### config.mk
export PLATFORM = sky130hd
export DESIGN_NAME = mat_row_streamer
export DESIGN_NICKNAME = d
export VERILOG_FILES = /design/src/rtl/mat_row_streamer.sv
export SDC_FILE = /design/constraint.sdc
export NUM_CORES = 1
export LEC_CHECK = 0
export ABC_AREA = 1
export CAP_MARGIN = 20
export CORE_ASPECT_RATIO = 0.8
export CORE_MARGIN = 4
export CORE_UTILIZATION = 50
export DETAILED_ROUTE_END_ITERATION = 10
export PLACE_DENSITY = 0.86
export SLEW_MARGIN = 20
export SYNTH_ARGS = -nofsm -noshare
export SYNTH_HDL_FRONTEND = slang
export SYNTH_SLANG_ARGS = --single-unit
### constraint.sdc
create_clock -name aclk -period 2.95 [get_ports aclk]
set_input_delay 0.295 -clock aclk [delete_from_list [all_inputs] [get_ports aclk]]
set_output_delay 0.295 -clock aclk [all_outputs]
set_load 0.02 [all_outputs]
### src/rtl/mat_row_streamer.sv
// mat_row_streamer: holds an N x N matrix and streams it row-major
// over AXI-stream, tlast per row and tuser on the final element.
module mat_row_streamer #(
    parameter int N  = 2,
    parameter int DW = 8,
    localparam int IW = (N > 2) ? $clog2(N) : 1
) (
    input  logic          aclk,
    input  logic          areset,
    input  logic          wr_en,
    input  logic [IW-1:0] wr_row,
    input  logic [IW-1:0] wr_col,
    input  logic [DW-1:0] wr_data,
    input  logic          start,
    output logic          busy,
    output logic          done,
    output logic [DW-1:0] m_axis_tdata,
    output logic          m_axis_tvalid,
    output logic          m_axis_tlast,
    output logic          m_axis_tuser,
    input  logic          m_axis_tready
);

    localparam logic [0:0] S_IDLE   = 1'b0;
    localparam logic [0:0] S_STREAM = 1'b1;

    localparam logic [IW-1:0] LAST = IW'(N - 1);
    localparam logic [IW:0]   NDIM = (IW + 1)'(N);

    logic [DW-1:0] mem [N][N];
    logic [0:0]    state;
    logic [IW-1:0] row;
    logic [IW-1:0] col;
    logic [IW-1:0] nrow;
    logic [IW-1:0] ncol;
    logic          hs;
    logic          last_beat;
    logic          wr_ok;

    // Handshake, next beat position and write qualification.
    always_comb begin
        hs        = m_axis_tvalid && m_axis_tready;
        last_beat = (row == LAST) && (col == LAST);
        ncol      = (col == LAST) ? '0 : col + 1'b1;
        nrow      = (col == LAST) ? row + 1'b1 : row;
        wr_ok     = wr_en && !busy && !start
                    && ({1'b0, wr_row} < NDIM)
                    && ({1'b0, wr_col} < NDIM);
    end

    // Matrix storage; writes only land while idle and not starting.
    always_ff @(posedge aclk) begin
        if (areset) begin
            for (int r = 0; r < N; r++) begin
                for (int c = 0; c < N; c++) begin
                    mem[r][c] <= '0;
                end
            end
        end else if (wr_ok) begin
            mem[wr_row][wr_col] <= wr_data;
        end
    end

    // Frame FSM and registered AXI-stream output stage.
    always_ff @(posedge aclk) begin
        if (areset) begin
            state         <= S_IDLE;
            row           <= '0;
            col           <= '0;
            busy          <= 1'b0;
            done          <= 1'b0;
            m_axis_tdata  <= '0;
            m_axis_tvalid <= 1'b0;
            m_axis_tlast  <= 1'b0;
            m_axis_tuser  <= 1'b0;
        end else begin
            done <= 1'b0;
            case (state)
                S_IDLE: begin
                    if (start) begin
                        state         <= S_STREAM;
                        busy          <= 1'b1;
                        row           <= '0;
                        col           <= '0;
                        m_axis_tdata  <= mem[0][0];
                        m_axis_tvalid <= 1'b1;
                        m_axis_tlast  <= 1'b0;
                        m_axis_tuser  <= 1'b0;
                    end
                end
                S_STREAM: begin
                    if (hs) begin
                        if (last_beat) begin
                            state         <= S_IDLE;
                            busy          <= 1'b0;
                            done          <= 1'b1;
                            row           <= '0;
                            col           <= '0;
                            m_axis_tvalid <= 1'b0;
                            m_axis_tlast  <= 1'b0;
                            m_axis_tuser  <= 1'b0;
                        end else begin
                            row          <= nrow;
                            col          <= ncol;
                            m_axis_tdata <= mem[nrow][ncol];
                            m_axis_tlast <= (ncol == LAST);
                            m_axis_tuser <= (nrow == LAST)
                                            && (ncol == LAST);
                        end
                    end
                end
                default: state <= S_IDLE;
            endcase
        end
    end

endmodule

==> results of run 1 <==
Yosys cell counts:
cell      number
a21oi_1       20
a21oi_2        1
buf_2          1
buf_4          3
buf_6          1
dfxtp_1       14
edfxtp_1      32
ha_1           2
inv_1         23
inv_2          5
inv_4          1
nand2_1       33
nand2_2        5
nand3_1       10
nand3_2        1
nand3_4        1
nand3b_1       1
nand4_1        1
nor2_1        45
nor2_2         2
o21ai_0        1
o21ai_1       16
or2_1          1
power by group through the flow:
stage                     clock network [W]  registers, W  logic (W)
after floorplan                           0      0.000767  0.0000847
after global placement                    0      0.000758   0.000161
after detailed placement                  0      0.000759   0.000164
after CTS                          0.000544      0.000745   0.000166
after global routing               0.000573      0.000750   0.000182
final                              0.000540      0.000745   0.000165
logic make-up after synthesis:
kind of cell               share of synthesized area, %
and+or+nand+nor                                    21.2
DFF                                                60.7
AOI/OAI and AO/OA                                  9.49
buffers and inverters                              7.34
adders and majority gates                          1.22
through the flow:
stage                     hold WS (ns)  setup WS [ns]
after floorplan                  0.364           1.24
after global placement           0.454          0.721
after detailed placement         0.457          0.619
after CTS                        0.470          0.879
after global routing             0.493          0.703
final                            0.467          0.838
state kept, by name (all words and copies together), names as in the netlist:
register,cells
state,1
m_axis_tuser,1
m_axis_tvalid,1
m_axis_tdata,8
col,1
mem,32
row,1
done,1
metal layers:
layer	track usage, %	up-vias
li1	-	784
met1	25.3	729
met2	28.9	68
met3	5.34	4
met4	7.30	0
met5	0	-
worst max-delay path, stage by stage, from the launching register on:
cell and delay, ns:
dfxtp_1 0.55, inv_2 0.17, ha_1 0.51, a21oi_2 0.25, inv_2 0.13, nor2_1 0.17, o21ai_1 0.11, a21oi_1 0.15
area by class of cell:
type	count	area (um^2)	area share, %
clock buffers	5	68.8	2.77
well taps	55	68.8	2.77
clock inverters	3	63.8	2.57
inverters	29	111	4.48
flip-flops and latches	46	1240	49.9
repair buffers	28	278	11.2
multi-input cells	140	653	26.3
worst max-delay path by stage:
| stage | start | to | slack (ns) | cells after the start |
|---|---|---|---|---|
| final | col | m_axis_tdata[6] | 0.84 | 7 |
| after detailed placement | areset | mem[1][2] | 0.62 | 5 |
| after global routing | col | m_axis_tdata[6] | 0.70 | 7 |
| after global placement | areset | mem[0][14] | 0.72 | 6 |
| after CTS | col | m_axis_tdata[6] | 0.88 | 7 |
| after floorplan | m_axis_tvalid | mem[1][0] | 1.24 | 5 |
==> metrics, run 1 <==
status=complete, no violations; hold depth=2; Pwr Density=583 nW/um^2; n_diodes=0; Req. time, crit path=about 3.2 ns; RR Endpoint=m_axis_tdata[6]; area leader, netlist=edfxtp_1; minimum clock period=2.11 ns; Tot GR Track Use=about a fifth; hold worst-path end=m_axis_tdata[5]; Slew Limit Headroom=around two thirds; Comb power frac=a little under an eighth; number of synthesized register bits=46; post-synth cell types=23; Initial Util=a little over half; share of layout cells above drive strength 1=about a tenth; most frequent cells in the layout=nor2_1 (45), nand2_1 (33), edfxtp_1 (32); Min-Delay Startpoint=m_axis_tdata[5]; Synth Cell Area=approximately 2000 um^2; placed inst area=about 2400 um^2; Seq/Total Area, Yosys=roughly three fifths; CTS hold repair buffers=0; DRT Pass-1 Iters=4; Synth Instances=between 200 and 250; chip height=65.2 um; internal power=between 0.001 and 0.0015 W; DRT Wirelength=approximately 4500 um; total CTS buffers=5; Final setup viols=0; Synth-to-Final Area Change=21.5%; crit path max fanout=12; fin nets=approximately 270; initial antenna violation count=0; Syn Nets=237; RSZ-0062 raised after global routing=no; post-synth top area share=a little under half; core area=3880 um^2; Setup Fix Bufs, Post-CTS=0; routed vias/inst=about 5.2; Switch Pwr=0.000323 W; clock root buffer=clkbuf_8; worst slew pin tran=between 0.5 and 0.6 ns; clk sinks=46; synth warn=0; Worst Setup Start Kind=flop; first-pass GRT wire length=just over 7000 um; worst r2r src=col; number of buffers added on ports=27; Clk Latency, worst-skew pair=between 0.2 and 0.3 ns; Net Sw Frac=between 20 and 25%; max cap viols=0; met2 wire len=between 2000 and 2500 um; clock slew at reported path FFs=~0.09 ns; largest net degree at the start of global routing=15; Hold Path Class=reg -> reg; placed wire-length estimate=approximately 3300 um; violation count after the first detailed-route iteration=163; Layout Cell Area excl Fill=2480 um^2; Setup TNS=0 ns; VDD IR-drop max=roughly 360 uV; f_max=approximately 0.47 GHz; Worst setup EP type=flop; routed wl met3=334 um; Area contributors post-synth=edfxtp_1 (47%), dfxtp_1 (14%), nor2_1 (8.3%); vias in the first global route=about 1.5k; Flop pwr share=about half; Leakage=slightly above 1 nW; commonest non-fill, non-tap cell in the layout=nor2_1; gpl congestion=~0.93; worst reg2reg path depth=7; via count=~1.6k; final std cells w/o fill=between 300 and 400; max-slew violations=0; htree depth=2; Worst Setup Path Type=reg -> reg; Remaining DRCs=0; post-DR wirelength/cell=between 10 and 15 um; Design Power=about 0.0014 W; final hold vios=0; Die Wd=79.5 um; # IOs=28; r2r setup slk=around 0.84 ns; Final Skew=0.00904 ns; ANT nets after route=0; M1 WL=~2000 um; Top Metal Used=met4; Clk pwr share=a little under two fifths; Critical Path AT=about 2.3 ns; DP Cell Count=around 300; mean post-synth cell area=about 9.3 um^2; die area=~5200 um^2; Layout fillers=320; Final Util=64.1%; CTS tree=yes; Tcrit/Tclk final=just over 70%; gr ovfl total=0; cts repair resizes=0; CTS max path bufs=2; std cell rows=20
Power figures use the tool's default switching activity.
==> inputs of run 2 (changes only) <==
- clock period: 2.95 -> 2.07 ns (I/O delays scaled with it)
==> run 2 against run 1 <==
Net effect:
- sequential power up 42%
- via count shrank 0.50%
- sequential share of layout area rose by 0.10 points
- combinational power grew 46%
- die area did not move
- design area decreased by 0.20%
- utilization decreased by 0.13 points
- hold slack improved by 0.0010 ns
- largest cell class unchanged
- largest power group unchanged
- highest routed layer unchanged
==> metrics, run 2 (synthesized netlist as in run 1, its figures left out) <==
gr ovfl total=0 (unchanged); Tcrit/Tclk final=85.0% (+13 points); htree depth=2 (unchanged); initial antenna violation count=0 (unchanged); cts repair resizes=0 (unchanged); chip height=65.2 um (unchanged); biggest regs=mem: 32 flops, m_axis_tdata: 8 flops; f_max=0.568 GHz (+20%); first-pass GRT wire length=6960 um (-4.3%); Setup TNS=0 ns (unchanged); routed vias/inst=5.07 (-2.1%); RSZ-0062 raised after global routing=no; pre-CTS WS=0.200 ns (-0.419 ns); worst slew pin tran=0.452 ns (-0.0498 ns); Final setup viols=0 (unchanged); fin nets=272 (+1.9%); clk sinks=46 (unchanged); core area=3880 um^2 (unchanged); Remaining DRCs=0 (unchanged); Switch Pwr=0.000476 W (+47%); # IOs=28 (unchanged); most frequent cells in the layout=nor2_1 (45), nand2_1 (33), edfxtp_1 (32); Setup Fix Bufs, Post-CTS=0 (unchanged); commonest non-fill, non-tap cell in the layout=nor2_1; via count=1577 (-0.50%); Slew Limit Headroom=69.9% (+3.3 points); die area=5180 um^2 (unchanged); post-route setup slack=0.310 ns (-0.529 ns); vias in the first global route=1520 (unchanged); Min-Delay Startpoint=m_axis_tdata[0]; Leakage=1.04 nW (+0.23%); Layout fillers=322 (+0.63%); clock root buffer=clkbuf_8; Synth-to-Final Area Change=21.3%; Net Sw Frac=25.8% (+3.5 points); Initial Util=52.7% (unchanged); internal power=0.00137 W (+22%); violation count after the first detailed-route iteration=130 (-20%); Final Skew=0.00160 ns (-0.00744 ns); CTS hold repair buffers=0 (unchanged); Req. time, crit path=2.27 ns (-0.90 ns); status=complete, no violations; crit path max fanout=12 (unchanged); Die Wd=79.5 um (unchanged); n_diodes=0 (unchanged); final hold vios=0 (unchanged); Worst Setup Path Type=reg -> reg; share of layout cells above drive strength 1=11.7% (+2.2 points); Hold Path Class=reg -> reg; CTS tree=yes; Clk pwr share=29.7% (-7.5 points); std cell rows=20 (unchanged); post-DR wirelength/cell=13.3 um (-8.8%); Largest Register=mem; max cap viols=0 (unchanged); Comb power frac=13.1% (+1.7 points); Clk Latency, worst-skew pair=0.30 ns (about the same); CTS max path bufs=2 (unchanged); Tot GR Track Use=17.9% (-0.90 points); Worst Setup Start Kind=flop; minimum clock period=1.76 ns (-0.351 ns); placed wire-length estimate=3100 um (-7.0%); Largest register FFs=32 (unchanged); gpl congestion=0.781 (-16%); DRT Pass-1 Iters=4 (unchanged); Worst setup EP type=flop; max-slew violations=0 (unchanged); Flop pwr share=57.3% (+5.9 points); Pwr Density=745 nW/um^2 (+28%); worst r2r src=col; VDD IR-drop max=405 uV (+11%); Critical Path AT=1.96 ns (-0.37 ns); ANT nets after route=0 (unchanged); DRT Wirelength=4140 um (-7.3%); total CTS buffers=5 (unchanged); worst setup path start=col; largest net degree at the start of global routing=16 (+1); number of buffers added on ports=27 (unchanged); clock slew at reported path FFs=0.08 ns (about the same)
==> run 2: changes by cell type in the layout (fill, tap and decap cells not counted), sizes merged <==
cell      previous run  this run
clkinv               1         2
clkinvlp             0         1
bufinv               2         0
buf                  1         6
==> run 2: layer usage <==
| metal | vias to the layer above | track usage (%) | wire (um) |
|---|---|---|---|
| li1 | 792 | - | - |
| met1 | 725 | 21.3 | 1740 |
| met2 | 50 | 30.3 | 2070 |
| met3 | 10 | 5.21 | 250 |
| met4 | 0 | 7.73 | 87 |
| met5 | - | 0 | 0 |
==> run 2: worst paths after layout <==
path,end,slack (ns),cells after the start
min,m_axis_tdata[0],0.47,2
min reg2reg,m_axis_tdata[0],0.47,2
max reg2reg,m_axis_tdata[3],0.31,9
max,m_axis_tdata[3],0.31,9
==> run 2: power groups by stage <==
stage / clock network [W] / logic, W / registers (W)
floorplan: 0 / 0.000121 / 0.00109
global placement: 0 / 0.000236 / 0.00108
detailed placement: 0 / 0.000241 / 0.00108
CTS: 0.000547 / 0.000241 / 0.00106
global route: 0.000594 / 0.000267 / 0.00106
finish: 0.000548 / 0.000241 / 0.00106
==> run 2: critical path: stages (launching register included) <==
cell,delay [ns]
dfxtp_1,0.35
inv_2,0.11
ha_1,0.59
inv_2,0.16
nand2_1,0.09
nand3_1,0.06
nand2_1,0.09
nand2_1,0.06
nand2_1,0.08
a21oi_1,0.06
==> run 2: layout make-up <==
cell class / instances / area (um^2) / share of cell area [%]
inverter: 29 / 111 / 4.49
multi-input combinational: 140 / 653 / 26.3
timing repair buffer: 33 / 315 / 12.7
tap: 55 / 68.8 / 2.77
sequential: 46 / 1240 / 50.1
clock inverter: 3 / 21.3 / 0.858
clock buffer: 5 / 68.8 / 2.77
==> run 2: through the flow <==
stage	std cells	instance area (um^2)	hold WS [ns]	power (W)	utilization, %
CTS	311	2480	0.468	0.00185	63.9
detailed placement	303	2390	0.455	0.00132	61.6
floorplan	220	2040	0.276	0.00121	-
global placement	303	2390	0.450	0.00131	61.6
finish	311	2480	0.468	0.00185	63.9
global route	311	2480	0.492	0.00192	63.9
==> inputs of run 3 (changes only) <==
- HOLD_SLACK_MARGIN: unset -> 0.02
- REMOVE_ABC_BUFFERS: unset -> 1
- clock period: 2.07 -> 1.8 ns (I/O delays scaled with it)
==> run 3 against run 2 <==
Net effect:
- critical endpoint is now m_axis_tlast
- utilization grew 1.2 points
- clock skew increased by 0.0051 ns
- design area grew 1.8%
==> metrics, run 3 (synthesized netlist as in run 1, its figures left out) <==
fin nets=278 (+2.2%); max cap viols=0 (unchanged); first-pass GRT wire length=7220 um (+3.8%); worst slew pin tran=0.437 ns (-0.0152 ns); Largest register FFs=32 (unchanged); share of layout cells above drive strength 1=13.7% (+2.0 points); delay-heaviest family, CP=buffers and inverters; CP max-delay cell=clkdlybuf4s50_1; most frequent cells in the layout=nor2_1 (45), nand2_1 (33), edfxtp_1 (32); Worst Setup Start Kind=flop; Leakage=1.07 nW (+2.6%); Req. time, crit path=1.62 ns (-0.65 ns); Worst Setup Path Type=reg -> out; htree depth=2 (unchanged); final hold vios=0 (unchanged); post-DR wirelength/cell=13.0 um (-2.2%); die area=5180 um^2 (unchanged); core area=3880 um^2 (unchanged); std cell rows=20 (unchanged); via count=1600 (+1.5%); gpl congestion=0.823 (+5.3%); initial antenna violation count=0 (unchanged); ANT nets after route=0 (unchanged); DRT Wirelength=4130 um (-0.27%); DRT Pass-1 Iters=4 (unchanged); CP bufs+invs=2 (unchanged); # IOs=28 (unchanged); biggest regs=mem: 32 flops, m_axis_tdata: 8 flops; chip height=65.2 um (unchanged); Clk Latency, worst-skew pair=0.30 ns (about the same); Critical Path AT=1.43 ns (-0.53 ns); clk sinks=46 (unchanged); f_max=between 0.6 and 0.7 GHz; Tot GR Track Use=18.0% (+0.13 points); CTS hold repair buffers=0 (unchanged); RSZ-0062 raised after global routing=no; violation count after the first detailed-route iteration=93 (-28%); DP Cell Count=309 (+2.0%); Tcrit/Tclk final=89.5%; VDD IR-drop max=659 uV (+63%); n_diodes=0 (unchanged); worst path cell trace=buf_4, clkdlybuf4s50_1; clock slew at reported path FFs=0.08 ns (about the same); Slew Limit Headroom=70.9% (+1.0 points); Initial Util=52.7% (unchanged); Hold Path Class=reg -> reg; max-slew violations=0 (unchanged); CTS tree=yes; clock root buffer=clkbuf_8; gr ovfl total=0 (unchanged); total CTS buffers=5 (unchanged); cts repair resizes=0 (unchanged); commonest non-fill, non-tap cell in the layout=nor2_1; Die Wd=79.5 um (unchanged); vias in the first global route=1550 (+2.0%); status=complete, no violations; Largest Register=mem; largest net degree at the start of global routing=16 (unchanged); Synth-to-Final Area Change=23.5%; Pwr Density=844 nW/um^2 (+13%); Remaining DRCs=0 (unchanged); Final Skew=0.00674 ns (+0.00514 ns); Setup Fix Bufs, Post-CTS=0 (unchanged); Final setup viols=0 (unchanged); CTS max path bufs=2 (unchanged); Worst setup EP type=output pin; final std cells w/o fill=317 (+1.9%); crit path max fanout=8 (-4); minimum clock period=1.61 ns; placed wire-length estimate=3120 um (+0.68%); routed vias/inst=5.05 (-0.46%); number of buffers added on ports=27 (unchanged); crit-path max cell delay=0.61 ns (+0.02 ns); Setup TNS=0 ns (unchanged)
run 3: changes by cell type in the layout (fill, tap and decap cells not counted), sizes merged:
cell	change
buf	+6
run 3: path summary, 6_finish.rpt:
path	startpoint	end	slack, ns	cells past startpoint
worst max-delay path	col	m_axis_tlast	0.19	2
worst min-delay path	m_axis_tdata[5]	m_axis_tdata[5]	0.46	2
worst max register to register	col	m_axis_tdata[3]	0.19	9
worst min register to register	m_axis_tdata[5]	m_axis_tdata[5]	0.46	2
run 3: area by class of cell:
cell class                      instances  area [um^2]
Tap cell                               55         68.8
Timing Repair Buffer                   39          360
Clock buffer                            5         68.8
Clock inverter                          3         21.3
Sequential cell                        46         1240
Inverter                               29          111
Fill cell                             328         1350
Multi-Input combinational cell        140          653
run 3: where the power goes:
part,switching (W),internal [W]
clock network,0.000359,0.000273
logic,0.000166,0.000121
registers,0.0000244,0.00119
run 3: per-stage QoR:
step           instance area (um^2)  worst slack (ns)  hold WS, ns  power, W  util [%]
2_1_floorplan                  2010           0.00906        0.249   0.00139         -
3_3_place_gp                   2430             0.126        0.451   0.00152      62.8
3_5_place_dp                   2430            0.0783        0.452   0.00152      62.8
4_1_cts                        2520             0.176        0.465   0.00214      65.1
5_1_grt                        2520           0.00787        0.505   0.00222      65.1
6_report                       2520             0.190        0.464   0.00213      65.1
run 3: tightest hold or removal path, stage by stage (launching register included):
cell,delay (ns)
dfxtp_1,0.32
nand2_1,0.06
a21oi_1,0.05
run 3: layer usage:
| metal | track usage [%] | wire length (um) | up-vias |
|---|---|---|---|
| met1 | 23.2 | 1790 | 752 |
| met5 | 0 | 0 | - |
| met2 | 30.7 | 2080 | 44 |
| li1 | - | - | 800 |
| met3 | 4.25 | 230 | 4 |
| met4 | 4.51 | 29 | 0 |
